===== config.mk =====
export PLATFORM = sky130hd
export DESIGN_NAME = data_sram_bridge
export DESIGN_NICKNAME = d
export VERILOG_FILES = /design/src/rtl/data_sram_bridge.sv
export SDC_FILE = /design/constraint.sdc
export NUM_CORES = 1
export LEC_CHECK = 0
export BUFFER_PORTS_ARGS = -buffer_cell sky130_fd_sc_hd__buf_2
export CAP_MARGIN = 20
export CORE_ASPECT_RATIO = 0.8
export CORE_UTILIZATION = 42
export DETAILED_ROUTE_END_ITERATION = 16
export PLACE_DENSITY_LB_ADDON = 0.25
export SYNTH_ARGS = -nofsm -noshare
export SYNTH_HDL_FRONTEND = slang
export SYNTH_SLANG_ARGS = --single-unit

===== constraint.sdc =====
create_clock -name clk -period 3.65 [get_ports clk]
set_input_delay 0.1825 -clock clk [delete_from_list [all_inputs] [get_ports clk]]
set_output_delay 0.1825 -clock clk [all_outputs]
set_load 0.01 [all_outputs]

===== src/rtl/data_sram_bridge.sv =====
// Memory-stage to SRAM-like data bus bridge: one outstanding req/addr_ok/data_ok transaction.
// Optional DATA_BRIDGE_KSEG_MAP_EN clears addr[31:29] for kseg0/kseg1 bus addresses.
module data_sram_bridge #(
    parameter int unsigned ADDR_W = 32,
    parameter int unsigned CNT_W  = 32
) (
    input  logic              clk,
    input  logic              rst,
    input  logic              mem_en,
    input  logic [3:0]        mem_wen,
    input  logic [ADDR_W-1:0] mem_addr,
    input  logic [ADDR_W-1:0] mem_wdata,
    output logic [ADDR_W-1:0] mem_rdata,
    input  logic              longest_stall,
    output logic              d_stall,
    output logic              data_req,
    output logic              data_wr,
    output logic [1:0]        data_size,
    output logic [ADDR_W-1:0] data_addr,
    output logic [ADDR_W-1:0] data_wdata,
    input  logic              data_addr_ok,
    input  logic              data_data_ok,
    input  logic [ADDR_W-1:0] data_rdata,
    output logic [CNT_W-1:0]  stall_cycles
);

    typedef enum logic [1:0] {IDLE, ADDR, DATA, DONE} state_t;

    state_t            state_q, state_d;
    logic              req_q, req_d;
    logic              wr_q, wr_d;
    logic              is_wr_q, is_wr_d;
    logic [1:0]        size_q, size_d;
    logic [ADDR_W-1:0] addr_q, addr_d;
    logic [ADDR_W-1:0] wdata_q, wdata_d;
    logic [ADDR_W-1:0] rdata_q, rdata_d;
    logic [CNT_W-1:0]  cnt_q, cnt_d;
    logic              d_stall_c;

    function automatic logic [1:0] size_of(input logic [3:0] wen);
        logic [1:0] sz;
        case (wen)
            4'b1111:                            sz = 2'd2;
            4'b0011, 4'b1100:                   sz = 2'd1;
            4'b0001, 4'b0010, 4'b0100, 4'b1000: sz = 2'd0;
            default:                            sz = 2'd2;
        endcase
        return sz;
    endfunction

    function automatic logic [ADDR_W-1:0] map_addr(input logic [ADDR_W-1:0] a);
        logic [ADDR_W-1:0] m;
        m = a;
`ifdef DATA_BRIDGE_KSEG_MAP_EN
        if (a[ADDR_W-1 -: 2] == 2'b10) begin
            m[ADDR_W-1 -: 3] = 3'b000;
        end
`endif
        return m;
    endfunction

    // Next-state, request fields and read-data capture
    always_comb begin
        state_d   = state_q;
        req_d     = req_q;
        wr_d      = wr_q;
        is_wr_d   = is_wr_q;
        size_d    = size_q;
        addr_d    = addr_q;
        wdata_d   = wdata_q;
        rdata_d   = rdata_q;
        d_stall_c = 1'b0;

        case (state_q)
            IDLE: begin
                if (mem_en) begin
                    d_stall_c = 1'b1;
                    state_d   = ADDR;
                    req_d     = 1'b1;
                    wr_d      = |mem_wen;
                    is_wr_d   = |mem_wen;
                    if (|mem_wen) begin
                        size_d  = size_of(mem_wen);
                        addr_d  = map_addr(mem_addr);
                        wdata_d = mem_wdata;
                    end else begin
                        // Byte/half extraction of loads happens in writeback
                        size_d  = 2'd2;
                        addr_d  = map_addr({mem_addr[ADDR_W-1:2], 2'b00});
                        wdata_d = '0;
                    end
                end
            end
            ADDR: begin
                d_stall_c = 1'b1;
                if (data_addr_ok) begin
                    req_d   = 1'b0;
                    wr_d    = 1'b0;
                    size_d  = 2'd0;
                    addr_d  = '0;
                    wdata_d = '0;
                    if (data_data_ok) begin
                        state_d = DONE;
                        if (!is_wr_q) rdata_d = data_rdata;
                    end else begin
                        state_d = DATA;
                    end
                end
            end
            DATA: begin
                d_stall_c = 1'b1;
                if (data_data_ok) begin
                    state_d = DONE;
                    if (!is_wr_q) rdata_d = data_rdata;
                end
            end
            DONE: begin
                if (!longest_stall) state_d = IDLE;
            end
            default: state_d = IDLE;
        endcase

        cnt_d = cnt_q + CNT_W'(d_stall_c);
    end

    always_ff @(posedge clk or posedge rst) begin
        if (rst) begin
            state_q <= IDLE;
            req_q   <= 1'b0;
            wr_q    <= 1'b0;
            is_wr_q <= 1'b0;
            size_q  <= 2'd0;
            addr_q  <= '0;
            wdata_q <= '0;
            rdata_q <= '0;
            cnt_q   <= '0;
        end else begin
            state_q <= state_d;
            req_q   <= req_d;
            wr_q    <= wr_d;
            is_wr_q <= is_wr_d;
            size_q  <= size_d;
            addr_q  <= addr_d;
            wdata_q <= wdata_d;
            rdata_q <= rdata_d;
            cnt_q   <= cnt_d;
        end
    end

    assign d_stall      = d_stall_c;
    assign data_req     = req_q;
    assign data_wr      = wr_q;
    assign data_size    = size_q;
    assign data_addr    = addr_q;
    assign data_wdata   = wdata_q;
    assign mem_rdata    = rdata_q;
    assign stall_cycles = cnt_q;

endmodule


==> results.toml, run 1 <==
[outcome]
status = "finished, final reports clean"

[sta]
clock_skew_ns = 0.006964
max_clock_freq_ghz = 0.3902
drv_slew = 0
finalCritPeriodShare_pct = 70.21
max_slew_margin_pct = 38.98
period_minus_slack_ns = 2.563
finalSetupViolCount = 0
hold_viol = 0
tightest_slew_ns = 0.9134
rsz0062_at_grt = "no"
tns_ns = 0

[logic_synthesis]
synth_cell_type_count = 35
avgSynthCellArea_um2 = 14.14
synthFlopType = "dfrtp_1"
ys.warnings.count = 0
synth_fp_nets = 492
yosysTopAreaCell = "dfrtp_1"
synth_area_um2 = 5331
seq_area_frac_synth_pct = 63.37
synth_area_leaders = "dfrtp_1 63%, a22o_1 11%, mux2_2 6.5%"
synth_top_area_share_pct = 63.37
netlist_instances = 377
synth_edf_count = 0
ys_seq_elements = 135
synthArstFlopShare_pct = 100.0

[power_and_ir_drop]
power_per_cell_area_nw_per_um2 = 821.5
irDropWorstVdd_mv = 0.4644
cellLeakagePower_uw = 0.004281
finalPower_uw = 6825

[critical_path]
cp_cell_sequence = "inv_1 -> ha_1 -> a21oi_1 -> nor2_1 -> ha_1 -> ha_1 -> and2_1 -> nand4_1 -> xnor2_1"
end_kind = "register"
worstPathArrival_ns = 2.86
critical_path_required_ns = 3.94
reg2reg_setup_slack_ns = 1.09
path_delay_family = "simple AND/OR/NAND/NOR gates"
r2r_start = "state_q[0]$_DFFE_PP0P_"
crit_type = "register to register"
worstPathMaxFanout = 12
cp_slowest_cell = "and2_1"
reg2regPathDepth = 9
cp_slowest_stage_delay_ns = 0.49
cp_common_cell = "ha_1"
reg2reg_to = "stall_cycles[28]$_DFF_PP0_"
crit_buf_inv = 1
cp-start-kind = "register"

[floorplanning]
die_h_um = 102.8
ios = 239
coreArea_um2 = 12300
fp.dieArea_um2 = 13150
num_rows = 36
initial_core_util_pct = 43.36
die_w_um = 128.0

[route]
ant_nets = 0
totalWireLength_um = 14420
vias_per_cell = 4.917
routedWlPerCell_um = 16.12
drtPass1Iterations = 4
drcViolationCount = 0
vias = 4401
drt_iter0_drc = 206

[layout]
nets = 825
syn2layout_area_growth_pct = 55.83
final_area_um2 = 8308
postLayoutCoreUtil_pct = 67.56
fillers = 903
drive_gt1_share_pct = 43.29

[global_route]
grt_pass1_wl_um = 21770
overflow = 0
grt_max_degree = 95
antenna_found_initial = 0
grt_pass1_vias = 4321
grt_usage_pct = 21.83

[clock_tree]
cts.clk_slew.worst_paths_ns = 0.06
clock-sinks = 135
cts_tree = "built"
numCtsBuffers = 17
ctsResizeCount = 0
cts_buffer_depth = 2
h-tree-depth = 4
post-cts-setup-buffers = 0
cts.root.buffer_cell = "clkbuf_16"
clock_latency_ns = 0.41

[placed_design]
dpl-instance-area_um2 = 6704
place.detailed.hpwl_um = 8952
portBuffers = 238
gp_congestion = 0.7331

[worst_hold_path]
holdPathEnd = "mem_rdata[6]$_DFFE_PP0P_"
min_path_cells = 2
hold_class = "primary input to register"
worstHoldStart = "data_rdata[6]"

[run]
drv_cap = 0
layout make-up:
| cell class | instances | area [µm²] | share of cell area (%) |
|---|---|---|---|
| Sequential cell | 135 | 3378 | 40.66 |
| Timing Repair Buffer | 336 | 2190 | 26.36 |
| Multi-Input combinational cell | 215 | 1821 | 21.91 |
| Clock buffer | 21 | 460.4 | 5.542 |
| Clock inverter | 11 | 220.2 | 2.651 |
| Tap cell | 171 | 214.0 | 2.575 |
| Inverter | 5 | 22.52 | 0.2711 |
| Antenna cell | 1 | 2.502 | 0.03012 |
worst register-to-register path: stages (launching register included):
cell and delay [ns]:
dfrtp_1 0.42, inv_1 0.15, ha_1 0.31, a21oi_1 0.10, nor2_1 0.18, ha_1 0.23
ha_1 0.22, and2_1 0.49, nand4_1 0.19, xnor2_1 0.17
cells by family after synthesis:
logic type | Yosys count | share of synthesized area, %
DFF | 135 | 63.37
AOI/OAI and AO/OA | 76 | 12.18
and+or+nand+nor | 66 | 7.369
adders and majority gates | 9 | 2.112
muxes | 33 | 6.970
buffers and inverters | 27 | 2.910
xor gates and xnor gates | 31 | 5.093
flip-flops by register name, indices dropped and copies added (netlist names):
| register | cells |
|---|---|
| data_addr | 32 |
| data_req | 1 |
| data_size | 2 |
| data_wr | 1 |
| stall_cycles | 32 |
| data_wdata | 32 |
| is_wr_q | 1 |
| mem_rdata | 32 |
| state_q | 2 |
cells in the final DEF (no fill, tap or decap), drive strengths merged, types with 10 or more instances in the layout:
cell type    netlist  routed
mux2              33      33
nand3             17      17
dlygate4sd3        0      92
clkbuf             2      21
buf               20     244
a22o              66      66
nand4             11      11
nand2             10      10
xnor2             30      30
dfrtp            135     135
power breakdown:
group          leakage, µW  total (µW)  internal (µW)  switching (µW)
combinational      0.00219        2410           1170            1230
clock             0.000320        1950           1320             626
sequential         0.00177        2470           2110             366
what timing repair did:
| action | CTS | global route |
|---|---|---|
| hold buffers | 91 | 1 |
| setup endpoints to repair | 0 | 0 |
| hold endpoints to repair | 131 | 1 |
synthesized netlist by cell type, types with 6 or more instances:
cell type	instances
and3_1	8
dfrtp_1	135
nand3_1	17
mux2_2	31
buf_2	13
a22o_1	66
ha_1	9
xnor2_1	30
nand2_1	10
and4_1	6
nand4_1	9
how the worst max path moves through the flow:
stage | slack, ns | to | startpoint | cells past startpoint
after floorplan | 1.41 | stall_cycles[26]$_DFF_PP0_ | state_q[0]$_DFFE_PP0P_ | 10
after global placement | 1.23 | stall_cycles[26]$_DFF_PP0_ | state_q[0]$_DFFE_PP0P_ | 9
after detailed placement | 1.11 | stall_cycles[28]$_DFF_PP0_ | state_q[0]$_DFFE_PP0P_ | 9
after CTS | 1.09 | stall_cycles[28]$_DFF_PP0_ | state_q[0]$_DFFE_PP0P_ | 9
after global routing | 0.88 | stall_cycles[28]$_DFF_PP0_ | state_q[0]$_DFFE_PP0P_ | 9
final | 1.09 | stall_cycles[28]$_DFF_PP0_ | state_q[0]$_DFFE_PP0P_ | 9
metrics by stage:
stage          hold slack, ns  instances  setup slack (ns)
2_1_floorplan          0.3150        377             1.409
3_3_place_gp           0.3979        769             1.225
3_5_place_dp           0.4026        770             1.109
4_1_cts              0.001474        893             1.089
5_1_grt              0.004398        894            0.8750
6_report              0.02219        895             1.087
per-layer routing:
layer / part of all wire (%) / GRT usage (%)
met3: 6.3 / 7.421
met1: 41 / 26.12
met4: 1.5 / 7.692
met5: 0 / 0
met2: 51 / 37.21
Note: power is estimated with default switching activity, not from simulation.
==> inputs of run 2 (changes only) <==
Settings changed: ABC_AREA set to 1, CORE_UTILIZATION 42 to 44.
Clock period 3.65 ns to 2.3 ns, I/O delays scaled along.
==> results.toml, run 2 <==
[floorplanning]
die_h_um = 105.8
ios = 239
coreArea_um2 = 13010
fp.dieArea_um2 = 13930
initial_core_util_pct = 45.51
num_rows = 37
die_w_um = 131.7

[placed_design]
gp_congestion = 0.8148
place.detailed.hpwl_um = 10830
dpl.cell_count = 1104
portBuffers = 238
dpl-instance-area_um2 = 7427

[clock_tree]
clock-sinks = 135
cts.clk_slew.worst_paths_ns = 0.06
numCtsBuffers = 17
h-tree-depth = 4
cts_buffer_depth = 2
clock_latency_ns = 0.42
cts_tree = "built"
cts.root.buffer_cell = "clkbuf_16"

[power_and_ir_drop]
cellLeakagePower_uw = 0.005013
irDropWorstVdd_mv = 0.5803
power_per_cell_area_nw_per_um2 = 1071
finalPower_uw = 9660

[layout]
fillers = 1000
final_area_um2 = 9019
antenna_cells = 0
nets = 1165
layout_commonest_cell = "nand2_1"
drive_gt1_share_pct = 29.16
syn2layout_area_growth_pct = 52.32
multi_input_area_um2 = 2233
final_cell_mix = "300 x nand2_1, 238 x buf_2, 134 x dfrtp_1, 97 x dlygate4sd3_1, 62 x inv_1"
regArea_um2 = 3379
layoutNonFillerInstCount = 1238
postLayoutCoreUtil_pct = 69.33

[global_route]
grt_pass1_wl_um = 29470
overflow = 0
grt_usage_pct = 27.06
grt_pass1_vias = 5959
grt_max_degree = 65
antenna_found_initial = 0

[outcome]
status = "finished, final reports clean"

[worst_hold_path]
hold_class = "primary input to register"
worstHoldStart = "mem_wen[2]"

[route]
drtPass1Iterations = 6
vias = 5896
vias_per_cell = 4.763
drt_iter0_drc = 345
routedWlPerCell_um = 14.37
totalWireLength_um = 17790
ant_nets = 0
drcViolationCount = 0

[logic_synthesis]
netlist_instances = 705
synth_common_cells = "304 x nand2_1, 135 x dfrtp_1, 66 x inv_1, 49 x nor2_1, 39 x o21ai_0"
ys_seq_elements = 135
seq_area_frac_synth_pct = 57.06
yosysTopAreaCell = "dfrtp_1"
yosysMostFrequentCell = "nand2_1"
ys.warnings.count = 0
synth_fp_nets = 820
synth_area_um2 = 5921
synth_top_area_share_pct = 57.06
synth_area_leaders = "dfrtp_1 57%, nand2_1 19%, inv_1 4.2%"
synthFlopType = "dfrtp_1"
synth_edf_count = 0
avgSynthCellArea_um2 = 8.398
synthArstFlopShare_pct = 100.0
synth_cell_type_count = 22

[critical_path]
cp_slowest_stage_delay_ns = 0.44
reg2reg_setup_slack_ns = 0.18
cp_slowest_cell = "dfrtp_2"
cp-start-kind = "register"
cp_cell_sequence = "inv_2 -> ha_4 -> nand2_2 -> inv_2 -> nor2_1 -> nor2_2 -> ha_2 -> ha_4 -> nand2_2 -> nor2_4 -> nand2_2 -> nor2_4 -> nand2_1 -> nand2_1 -> nand2_1"
r2r_start = "state_q[0]$_DFFE_PP0P_"
worstPathMaxFanout = 5
critical_path_required_ns = 2.61
startpoint = "state_q[0]$_DFFE_PP0P_"
worstPathArrival_ns = 2.43
end_kind = "register"
crit_type = "register to register"

[sta]
period_minus_slack_ns = 2.121
clock_skew_ns = 0.01047
finalSetupViolCount = 0
max_slew_margin_pct = 39.62
hold_viol = 0
max_clock_freq_ghz = 0.4714
drv_slew = 0
tightest_slew_ns = 0.9038
finalCritPeriodShare_pct = 92.23
tns_ns = 0

[run]
drv_cap = 0
==> run 2: cell families (layout without fill, tap and decap cells) <==
logic type	Yosys count	after routing	share of synthesized area [%]
XOR/XNOR	15	15	2.219
AND/OR/NAND/NOR	410	410	28.49
buffers and inverters	93	451	6.488
adder cells (fa/ha/maj)	9	9	1.902
AO/OA/AOI/OAI	43	43	3.846
flip-flops	135	135	57.06
==> run 2: final cells by class <==
cell class                 count  share of cell area (%)
sequential                   135                   37.47
timing repair buffer         352                   26.08
multi-input combinational    477                   24.76
clock buffer                  18                   4.870
inverter                      67                   2.830
tap                          175                   2.428
clock inverter                14                   1.554
==> run 2: power breakdown <==
| group | switching, µW | internal, µW |
|---|---|---|
| clock | 1120 | 1540 |
| sequential | 435 | 3070 |
| combinational | 2090 | 1400 |
| total | 3650 | 6010 |
==> run 2: critical path, delay by kind of cell (launching register included) <==
family / cells / cell delay (ns)
DFF: 1 / 0.44
buffers and inverters: 2 / 0.17
adders and majority gates: 3 / 0.54
and+or+nand+nor: 10 / 0.86
==> run 2: worst paths after layout <==
check	cells past startpoint	endpoint
worst min-delay path	4	data_size[0]$_DFFE_PP0P_
worst min register to register	2	data_wdata[0]$_DFFE_PP0P_
worst max-delay path	15	stall_cycles[22]$_DFF_PP0_
max in group asynchronous	4	mem_rdata[2]$_DFFE_PP0P_
worst max register to register	15	stall_cycles[22]$_DFF_PP0_
min in group asynchronous	3	data_wdata[6]$_DFFE_PP0P_
==> run 2: stage by stage <==
step	setup WS (ns)	hold slack, ns
final	0.1786	0.05801
after global routing	-0.0006286	0.05797
after CTS	0.08831	0.03236
after detailed placement	0.1148	0.3185
after global placement	0.1824	0.3165
after floorplan	0.003293	0.2317
==> run 2: metal layers <==
| metal | global-route usage, % | vias to the layer above | routed length, µm |
|---|---|---|---|
| li1 | - | 2884 | - |
| met3 | 7.985 | 52 | 1075 |
| met2 | 43.39 | 235 | 8549 |
| met5 | 0 | - | 0 |
| met4 | 11.96 | 0 | 509 |
| met1 | 33.95 | 2725 | 7652 |
==> run 2: what timing repair did <==
action / in CTS / in global routing
setup buffers: 0 / 5
endpoints found under the hold margin: 130 / 0
gates resized for setup: 0 / 2
endpoints found under the setup margin: 0 / 9
hold buffers: 97 / 0
